--- src/rtl/alu_ain_fwd_stage_pkg.sv ---
`default_nettype none
// ==== alu_ain_fwd_stage_pkg | operand-A source codes and skid state encoding | rev 1.0 ====
`ifndef ALU_AInSrc_ZERO
`define ALU_AInSrc_ZERO 3'd0
`endif
`ifndef ALU_AInSrc_RF
`define ALU_AInSrc_RF 3'd1
`endif
`ifndef ALU_AInSrc_FWD0
`define ALU_AInSrc_FWD0 3'd2
`endif

package alu_ain_fwd_stage_pkg;

  localparam logic [2:0] SRC_ZERO = `ALU_AInSrc_ZERO;
  localparam logic [2:0] SRC_RF   = `ALU_AInSrc_RF;
  localparam logic [2:0] SRC_FWD0 = `ALU_AInSrc_FWD0;

  // out_src is 3 bits wide, so 2+k must stay below 8
  localparam int MAX_FWD = 6;

  typedef enum logic [1:0] {
    SKID_EMPTY = 2'd0,
    SKID_ONE   = 2'd1,
    SKID_TWO   = 2'd2
  } skid_state_t;

  function automatic logic [2:0] fwd_src(input int unsigned k);
    return SRC_FWD0 + 3'(k);
  endfunction

endpackage

`default_nettype wire

--- src/rtl/alu_ain_fwd_stage_if.sv ---
`default_nettype none
// ==== alu_ain_fwd_stage_if | issue-slot, forwarding and EX handshake bundle | rev 1.0 ====
interface alu_ain_fwd_stage_if #(
  parameter int WIDTH  = 32,
  parameter int REG_AW = 5,
  parameter int NFWD   = 3
);

  logic                   in_valid;
  logic                   in_ready;
  logic                   zero_op;
  logic [REG_AW-1:0]      ra;
  logic [0:WIDTH-1]       rf_data;
  logic [NFWD-1:0]        fwd_valid;
  logic [NFWD-1:0]        fwd_pending;
  logic [NFWD*REG_AW-1:0] fwd_rd;
  logic [0:NFWD*WIDTH-1]  fwd_data;
  logic                   out_valid;
  logic                   out_ready;
  logic [0:WIDTH-1]       out_data;
  logic [2:0]             out_src;

  modport master (
    output in_valid, zero_op, ra, rf_data, fwd_valid, fwd_pending, fwd_rd, fwd_data, out_ready,
    input  in_ready, out_valid, out_data, out_src
  );

  modport slave (
    input  in_valid, zero_op, ra, rf_data, fwd_valid, fwd_pending, fwd_rd, fwd_data, out_ready,
    output in_ready, out_valid, out_data, out_src
  );

endinterface

`default_nettype wire

--- src/rtl/alu_ain_skid_buf.sv ---
`default_nettype none
// ==== alu_ain_skid_buf | operand output register; 2-entry FIFO skid when ALU_AIN_SKID_EN | rev 1.0 ====
module alu_ain_skid_buf
  import alu_ain_fwd_stage_pkg::*;
#(
  parameter int W = 35
) (
  input  wire logic         clk,
  input  wire logic         rst,
  input  wire logic         s_valid,
  output logic              s_ready,
  input  wire logic [0:W-1] s_data,
  output logic              m_valid,
  input  wire logic         m_ready,
  output logic [0:W-1]      m_data
);

`ifdef ALU_AIN_SKID_EN

  skid_state_t  state;
  skid_state_t  state_nxt;
  logic [0:W-1] head;
  logic [0:W-1] tail;
  logic [0:W-1] head_nxt;
  logic [0:W-1] tail_nxt;
  logic         push;
  logic         pop;

  // s_ready depends on state only, so out_ready never reaches in_ready combinationally
  assign s_ready = (state != SKID_TWO);
  assign m_valid = (state != SKID_EMPTY);
  assign m_data  = head;

  always_comb begin
    push      = s_valid && s_ready;
    pop       = m_valid && m_ready;
    state_nxt = state;
    head_nxt  = head;
    tail_nxt  = tail;
    case (state)
      SKID_EMPTY: begin
        if (push) begin
          head_nxt  = s_data;
          state_nxt = SKID_ONE;
        end
      end
      SKID_ONE: begin
        if (push && pop) begin
          head_nxt = s_data;
        end else if (push) begin
          tail_nxt  = s_data;
          state_nxt = SKID_TWO;
        end else if (pop) begin
          state_nxt = SKID_EMPTY;
        end
      end
      SKID_TWO: begin
        if (pop) begin
          head_nxt  = tail;
          state_nxt = SKID_ONE;
        end
      end
      default: state_nxt = SKID_EMPTY;
    endcase
  end

  always_ff @(posedge clk) begin
    if (rst) begin
      state <= SKID_EMPTY;
      head  <= '0;
      tail  <= '0;
    end else begin
      state <= state_nxt;
      head  <= head_nxt;
      tail  <= tail_nxt;
    end
  end

`else

  logic         valid;
  logic [0:W-1] data;

  assign s_ready = ~valid | m_ready;
  assign m_valid = valid;
  assign m_data  = data;

  always_ff @(posedge clk) begin
    if (rst) begin
      valid <= 1'b0;
      data  <= '0;
    end else if (s_valid && s_ready) begin
      valid <= 1'b1;
      data  <= s_data;
    end else if (m_ready) begin
      valid <= 1'b0;
    end
  end

`endif

endmodule

`default_nettype wire

--- src/rtl/alu_ain_fwd_stage.sv ---
`default_nettype none
// ==== alu_ain_fwd_stage | registered ALU A-operand select with RAW stall | rev 1.0 ====
// Build option ALU_AIN_SKID_EN: 2-entry skid output buffer, in_ready from flops.
module alu_ain_fwd_stage
  import alu_ain_fwd_stage_pkg::*;
#(
  parameter int WIDTH  = 32,
  parameter int REG_AW = 5,
  parameter int NFWD   = 3,
  parameter int HZ_CW  = 16
) (
  input  wire logic          clk,
  input  wire logic          rst,
  alu_ain_fwd_stage_if.slave bus,
  output logic [HZ_CW-1:0]   hz_cnt
);

  if (NFWD < 1 || NFWD > MAX_FWD || WIDTH < 1 || HZ_CW < 1) begin : g_param_check
    $error("alu_ain_fwd_stage: need 1 <= NFWD <= 6, WIDTH >= 1, HZ_CW >= 1");
  end

  logic             is_zero;
  logic             hit;
  logic             hit_pend;
  logic             hazard;
  logic             space;
  logic             s_valid;
  logic [2:0]       sel_src;
  logic [0:WIDTH-1] sel_data;
  logic [0:WIDTH+2] s_pay;
  logic [0:WIDTH+2] m_pay;

  assign is_zero = bus.zero_op && (bus.ra == '0);

  // Scan from the oldest channel down so the youngest match is the last one written.
  always_comb begin
    hit      = 1'b0;
    hit_pend = 1'b0;
    sel_src  = SRC_RF;
    sel_data = bus.rf_data;
    for (int k = NFWD - 1; k >= 0; k--) begin
      if (bus.fwd_valid[k] && (bus.fwd_rd[k*REG_AW +: REG_AW] == bus.ra)) begin
        hit      = 1'b1;
        hit_pend = bus.fwd_pending[k];
        sel_src  = fwd_src(k);
        sel_data = bus.fwd_data[k*WIDTH +: WIDTH];
      end
    end
    if (is_zero) begin
      hit      = 1'b0;
      hit_pend = 1'b0;
      sel_src  = SRC_ZERO;
      sel_data = '0;
    end
  end

  assign hazard       = bus.in_valid && hit && hit_pend;
  assign s_valid      = bus.in_valid && !hazard && !rst;
  assign bus.in_ready = !rst && !hazard && space;
  assign s_pay        = {sel_src, sel_data};

  alu_ain_skid_buf #(
    .W (WIDTH + 3)
  ) u_buf (
    .clk     (clk),
    .rst     (rst),
    .s_valid (s_valid),
    .s_ready (space),
    .s_data  (s_pay),
    .m_valid (bus.out_valid),
    .m_ready (bus.out_ready),
    .m_data  (m_pay)
  );

  assign bus.out_src  = m_pay[0:2];
  assign bus.out_data = m_pay[3:WIDTH+2];

  always_ff @(posedge clk) begin
    if (rst) begin
      hz_cnt <= '0;
    end else if (hazard && !(&hz_cnt)) begin
      hz_cnt <= hz_cnt + 1'b1;
    end
  end

endmodule

`default_nettype wire

--- src/flat_wrapper.sv ---
// flat-port wrapper written by rule: the top's interface ports become plain ports
module alu_ain_fwd_stage_flat import alu_ain_fwd_stage_pkg::*;
#(
  parameter int WIDTH  = 32,
  parameter int REG_AW = 5,
  parameter int NFWD   = 3,
  parameter int HZ_CW  = 16
)
  (clk, rst, hz_cnt, bus_in_valid, bus_zero_op, bus_ra, bus_rf_data, bus_fwd_valid, bus_fwd_pending, bus_fwd_rd, bus_fwd_data, bus_out_ready, bus_in_ready, bus_out_valid, bus_out_data, bus_out_src);
  alu_ain_fwd_stage_if #(.WIDTH(WIDTH), .REG_AW(REG_AW), .NFWD(NFWD)) bus_i ();
  input  wire logic clk;
  input  wire logic rst;
  output logic [HZ_CW-1:0] hz_cnt;
  input wire logic [$bits(bus_i.in_valid)-1:0] bus_in_valid;
  input wire logic [$bits(bus_i.zero_op)-1:0] bus_zero_op;
  input wire logic [$bits(bus_i.ra)-1:0] bus_ra;
  input wire logic [$bits(bus_i.rf_data)-1:0] bus_rf_data;
  input wire logic [$bits(bus_i.fwd_valid)-1:0] bus_fwd_valid;
  input wire logic [$bits(bus_i.fwd_pending)-1:0] bus_fwd_pending;
  input wire logic [$bits(bus_i.fwd_rd)-1:0] bus_fwd_rd;
  input wire logic [$bits(bus_i.fwd_data)-1:0] bus_fwd_data;
  input wire logic [$bits(bus_i.out_ready)-1:0] bus_out_ready;
  output wire logic [$bits(bus_i.in_ready)-1:0] bus_in_ready;
  output wire logic [$bits(bus_i.out_valid)-1:0] bus_out_valid;
  output wire logic [$bits(bus_i.out_data)-1:0] bus_out_data;
  output wire logic [$bits(bus_i.out_src)-1:0] bus_out_src;
  assign bus_i.in_valid = bus_in_valid;
  assign bus_i.zero_op = bus_zero_op;
  assign bus_i.ra = bus_ra;
  assign bus_i.rf_data = bus_rf_data;
  assign bus_i.fwd_valid = bus_fwd_valid;
  assign bus_i.fwd_pending = bus_fwd_pending;
  assign bus_i.fwd_rd = bus_fwd_rd;
  assign bus_i.fwd_data = bus_fwd_data;
  assign bus_i.out_ready = bus_out_ready;
  assign bus_in_ready = bus_i.in_ready;
  assign bus_out_valid = bus_i.out_valid;
  assign bus_out_data = bus_i.out_data;
  assign bus_out_src = bus_i.out_src;
  alu_ain_fwd_stage #(.WIDTH(WIDTH), .REG_AW(REG_AW), .NFWD(NFWD), .HZ_CW(HZ_CW)) u_core (.clk(clk), .rst(rst), .bus(bus_i), .hz_cnt(hz_cnt));
endmodule
--- config.mk ---
export PLATFORM = sky130hd
export DESIGN_NAME = alu_ain_fwd_stage_flat
export DESIGN_NICKNAME = d
export VERILOG_FILES = /design/src/rtl/alu_ain_fwd_stage_pkg.sv /design/src/rtl/alu_ain_fwd_stage_if.sv /design/src/rtl/alu_ain_skid_buf.sv /design/src/rtl/alu_ain_fwd_stage.sv /design/src/flat_wrapper.sv
export SDC_FILE = /design/constraint.sdc
export NUM_CORES = 1
export LEC_CHECK = 0
export ABC_AREA = 1
export BUFFER_PORTS_ARGS = -buffer_cell sky130_fd_sc_hd__buf_2
export CAP_MARGIN = 25
export CORE_MARGIN = 4
export CORE_UTILIZATION = 45
export DETAILED_ROUTE_END_ITERATION = 6
export PLACE_DENSITY_LB_ADDON = 0.08
export REMOVE_ABC_BUFFERS = 1
export SKIP_LAST_GASP = 1
export SLEW_MARGIN = 25
export SYNTH_ARGS = -nofsm -noshare
export SYNTH_HDL_FRONTEND = slang
export SYNTH_SLANG_ARGS = --single-unit
--- constraint.sdc ---
create_clock -name clk -period 3.7 [get_ports clk]
set_input_delay 0.74 -clock clk [delete_from_list [all_inputs] [get_ports clk]]
set_output_delay 0.74 -clock clk [all_outputs]
set_load 0.1 [all_outputs]
==> flow_summary.ini <==
[clocking]
tritoncts = yes
htreeDepth = 2
numCtsBuffers = 5
post_cts.resized_instances = 0
cts_root_buf = clkbuf_8
post_cts_hold_buffer_count = 0
clkTransAtPathRegs_ns = 0.08
clk_latency_ns = 0.30
clock-sinks = 52
ctsLongestPathBuffers = 2
cts_setup_buffers = 0

[synthesis]
synth_top_area_share_pct = 30.3
synth_common_cells = 340 x nand2_1, 105 x nand4_1, 62 x inv_1
synth_area_leaders = nand2_1 30%, dfxtp_1 25%, nand4_1 16%
synth_enable_flop_cells = 0
synth-async-reset-ratio_pct = 0
yosys.cell_types.count = 25
synth-main-ff-cell = dfxtp_1
postSynthCellCount = 749
synthesis.yosys.warnings = 0
post-synth-top-count-cell = nand2_1
syn-cell-area_sq_um = 4220
synth.yosys.seq_area_share_pct = 24.7
synth.ff_latch_count = 52
postSynthAreaPerCell_sq_um = 5.63
synth_area_leader_cell = nand2_1

[sta]
timing_hold_violations_final = 0
final.setup_skew_ns = 0.00616
maxSlewViolCount = 0
fin_ws_ns = 0.512
timing_worst_slew_pin_value_ns = 0.963
layout_worst_path_cycle_share_pct = 86.2
max_transition_margin_pct = 35.4
rsz_0062_raised_after_global_routing = no
final.hold.worst_slack_ns = 0.463
setup_tns_final_ns = 0
fmaxAchievable_mhz = 314
final_period_demand_of_the_worst_path_ns = 3.19
finalSetupViolCount = 0

[setup_path]
endpoint = bus_in_ready
r2r-start = u_core.hz_cnt[6]
worst_path_largest_cell_delay_ns = 0.45
crit-reg2reg-capture = u_core.hz_cnt[7]
critPathMaxFanout = 12
r2r_setup_slack_ns = 1.74
endpoint_kind = output port
timing.setup.critical_path_class = input port to output port
critPathSlowestCell = buf_2
crit_path_cell_trace = buf_2 > inv_2 > nand2_1 > nand2_1 > nor2_1 > nand3_2 > nand2_2 > nor2_1 > nor2_4 > nand2_4 > inv_2 > nor3_1 > buf_2
crit_path_start = bus_ra[4]
cp.required_ns = 2.96
critPathArrivalTime_ns = 2.45
crit_path_start_kind = input port
timing.reg2reg.worst_path_depth = 6

[route]
vias = 5502
drt_wirelength_mm = 14.7
firstDrtPassIters = 5
routed_wire_length_per_instance_microns = 14.1
initialDrtViolationCount = 226
ant_nets = 0
detail_route.vias_per_cell = 5.28
count_of_unresolved_drc_violations_after_routing = 0

[finish]
num-nets-final = 1091
final_util_pct = 58.5
final_layout_size_suffix_gt1_share_pct = 27.3
post_layout_nonfiller_instances = 1043
layout-area-overhead-vs-synth_pct = 27.6

[global_route]
track_usage_pct = 26.0
gr-total-overflow = 0
first_pass_grt_wire_length_mm = 24.0
grt_max_degree = 54
via_count_of_the_first_global_routing_pass = 5190
antenna_found_initial = 1

[placed_design]
routability_cong = 0.935
post-place-ws_ns = 0.522
port_buffers = 211
dp.final_hpwl_mm = 10.7
place.detailed.instances = 1035

[hold_path]
worst_hold_path_type = register to register
hold_path.startpoint = u_core.u_buf.m_data[4]

[power_and_ir_drop]
power.switching_w = 0.000578
power.share.sequential_pct = 41.3
sw_frac_of_total_pct = 40.2
cellLeakagePower_nw = 3.07
power_frac_comb_pct = 37.5
pwr-share-clk_pct = 21.2
internal_power_w = 0.000859
power.density_cell_area_nw_per_um2 = 267
worst_ir_drop_vdd_v = 0.000154

[die]
chipWidth_microns = 105
pin_count = 212
floorplan.core_area_sq_um = 9200
start_util_pct = 45.9
die_h_microns = 105
placement_rows = 35
dieArea_sq_um = 11000

[outcome]
run_status = completed

[run]
max_cap_viol_count = 0
-- worst min path at each step --
| stage | end | cells after the start |
|---|---|---|
| 2_1_floorplan | u_core.hz_cnt[0] | 1 |
| 6_report | u_core.u_buf.m_data[4] | 2 |
| 4_1_cts | u_core.u_buf.m_data[6] | 2 |
| 5_1_grt | u_core.u_buf.m_data[6] | 2 |
| 3_5_place_dp | u_core.u_buf.m_data[6] | 2 |
| 3_3_place_gp | u_core.u_buf.m_data[10] | 2 |
-- power by group through the flow --
stage	Clock (W)	Sequential [W]	Combinational, W
2_1_floorplan	0	0.000763	0.000186
3_5_place_dp	0	0.000606	0.000536
5_1_grt	0.000342	0.000595	0.000584
3_3_place_gp	0	0.000605	0.000529
4_1_cts	0.000317	0.000593	0.000537
6_report	0.000305	0.000593	0.000538
-- through the flow --
step / instance area (sq um) / total power [W]
floorplan: 3990 / 0.000949
global placement: 5300 / 0.00113
detailed placement: 5300 / 0.00114
CTS: 5380 / 0.00145
global route: 5380 / 0.00152
finish: 5380 / 0.00144
-- registers in the layout, summed over array words and instances, names as in the netlist --
register and flops:
u_core.hz_cnt 16, u_core.u_buf.m_data 35, u_core.u_buf.m_valid 1
-- area by class of cell --
cell class | instances | area [sq um]
timing repair buffer | 226 | 1170
antenna | 1 | 2.50
tap | 111 | 139
clock inverter | 1 | 5.00
multi-input combinational | 577 | 2700
sequential | 52 | 1040
inverter | 69 | 259
fill | 983 | 3810
clock buffer | 6 | 72.6
-- routing by layer --
layer | track usage, % | up-vias | part of all wire, %
met2 | 46.2 | 206 | 50
li1 | - | 2803 | -
met3 | 4.76 | 36 | 7.3
met1 | 31.1 | 2457 | 39
met4 | 9.75 | 0 | 3.4
met5 | 0 | - | 0
-- worst max-delay path, delay by kind of cell --
kind,cells,cell delay (ns)
buffers and inverters,4,0.69
AND/OR/NAND/NOR,9,1.02
-- cells by family after synthesis --
family / synth area share, %
DFF: 24.7
AOI/OAI and AO/OA: 5.81
buffers and inverters: 11.6
xor gates and xnor gates: 2.91
and+or+nand+nor: 54.7
adders and majority gates: 0.297
-- cells in the final DEF (no fill, tap or decap), drive strengths merged, types with 2 or more instances in the layout --
master  netlist  layout
nand2       343     343
buf          15     226
nand4       105     105
inv          69      68
dfxtp        52      52
a21oi        49      49
nor2         31      31
nand3        29      29
xnor2         7       7
xor2          7       7
clkbuf       36       6
nor3          3       3
clkinv        0       2
(Power assumes the default switching activity.)
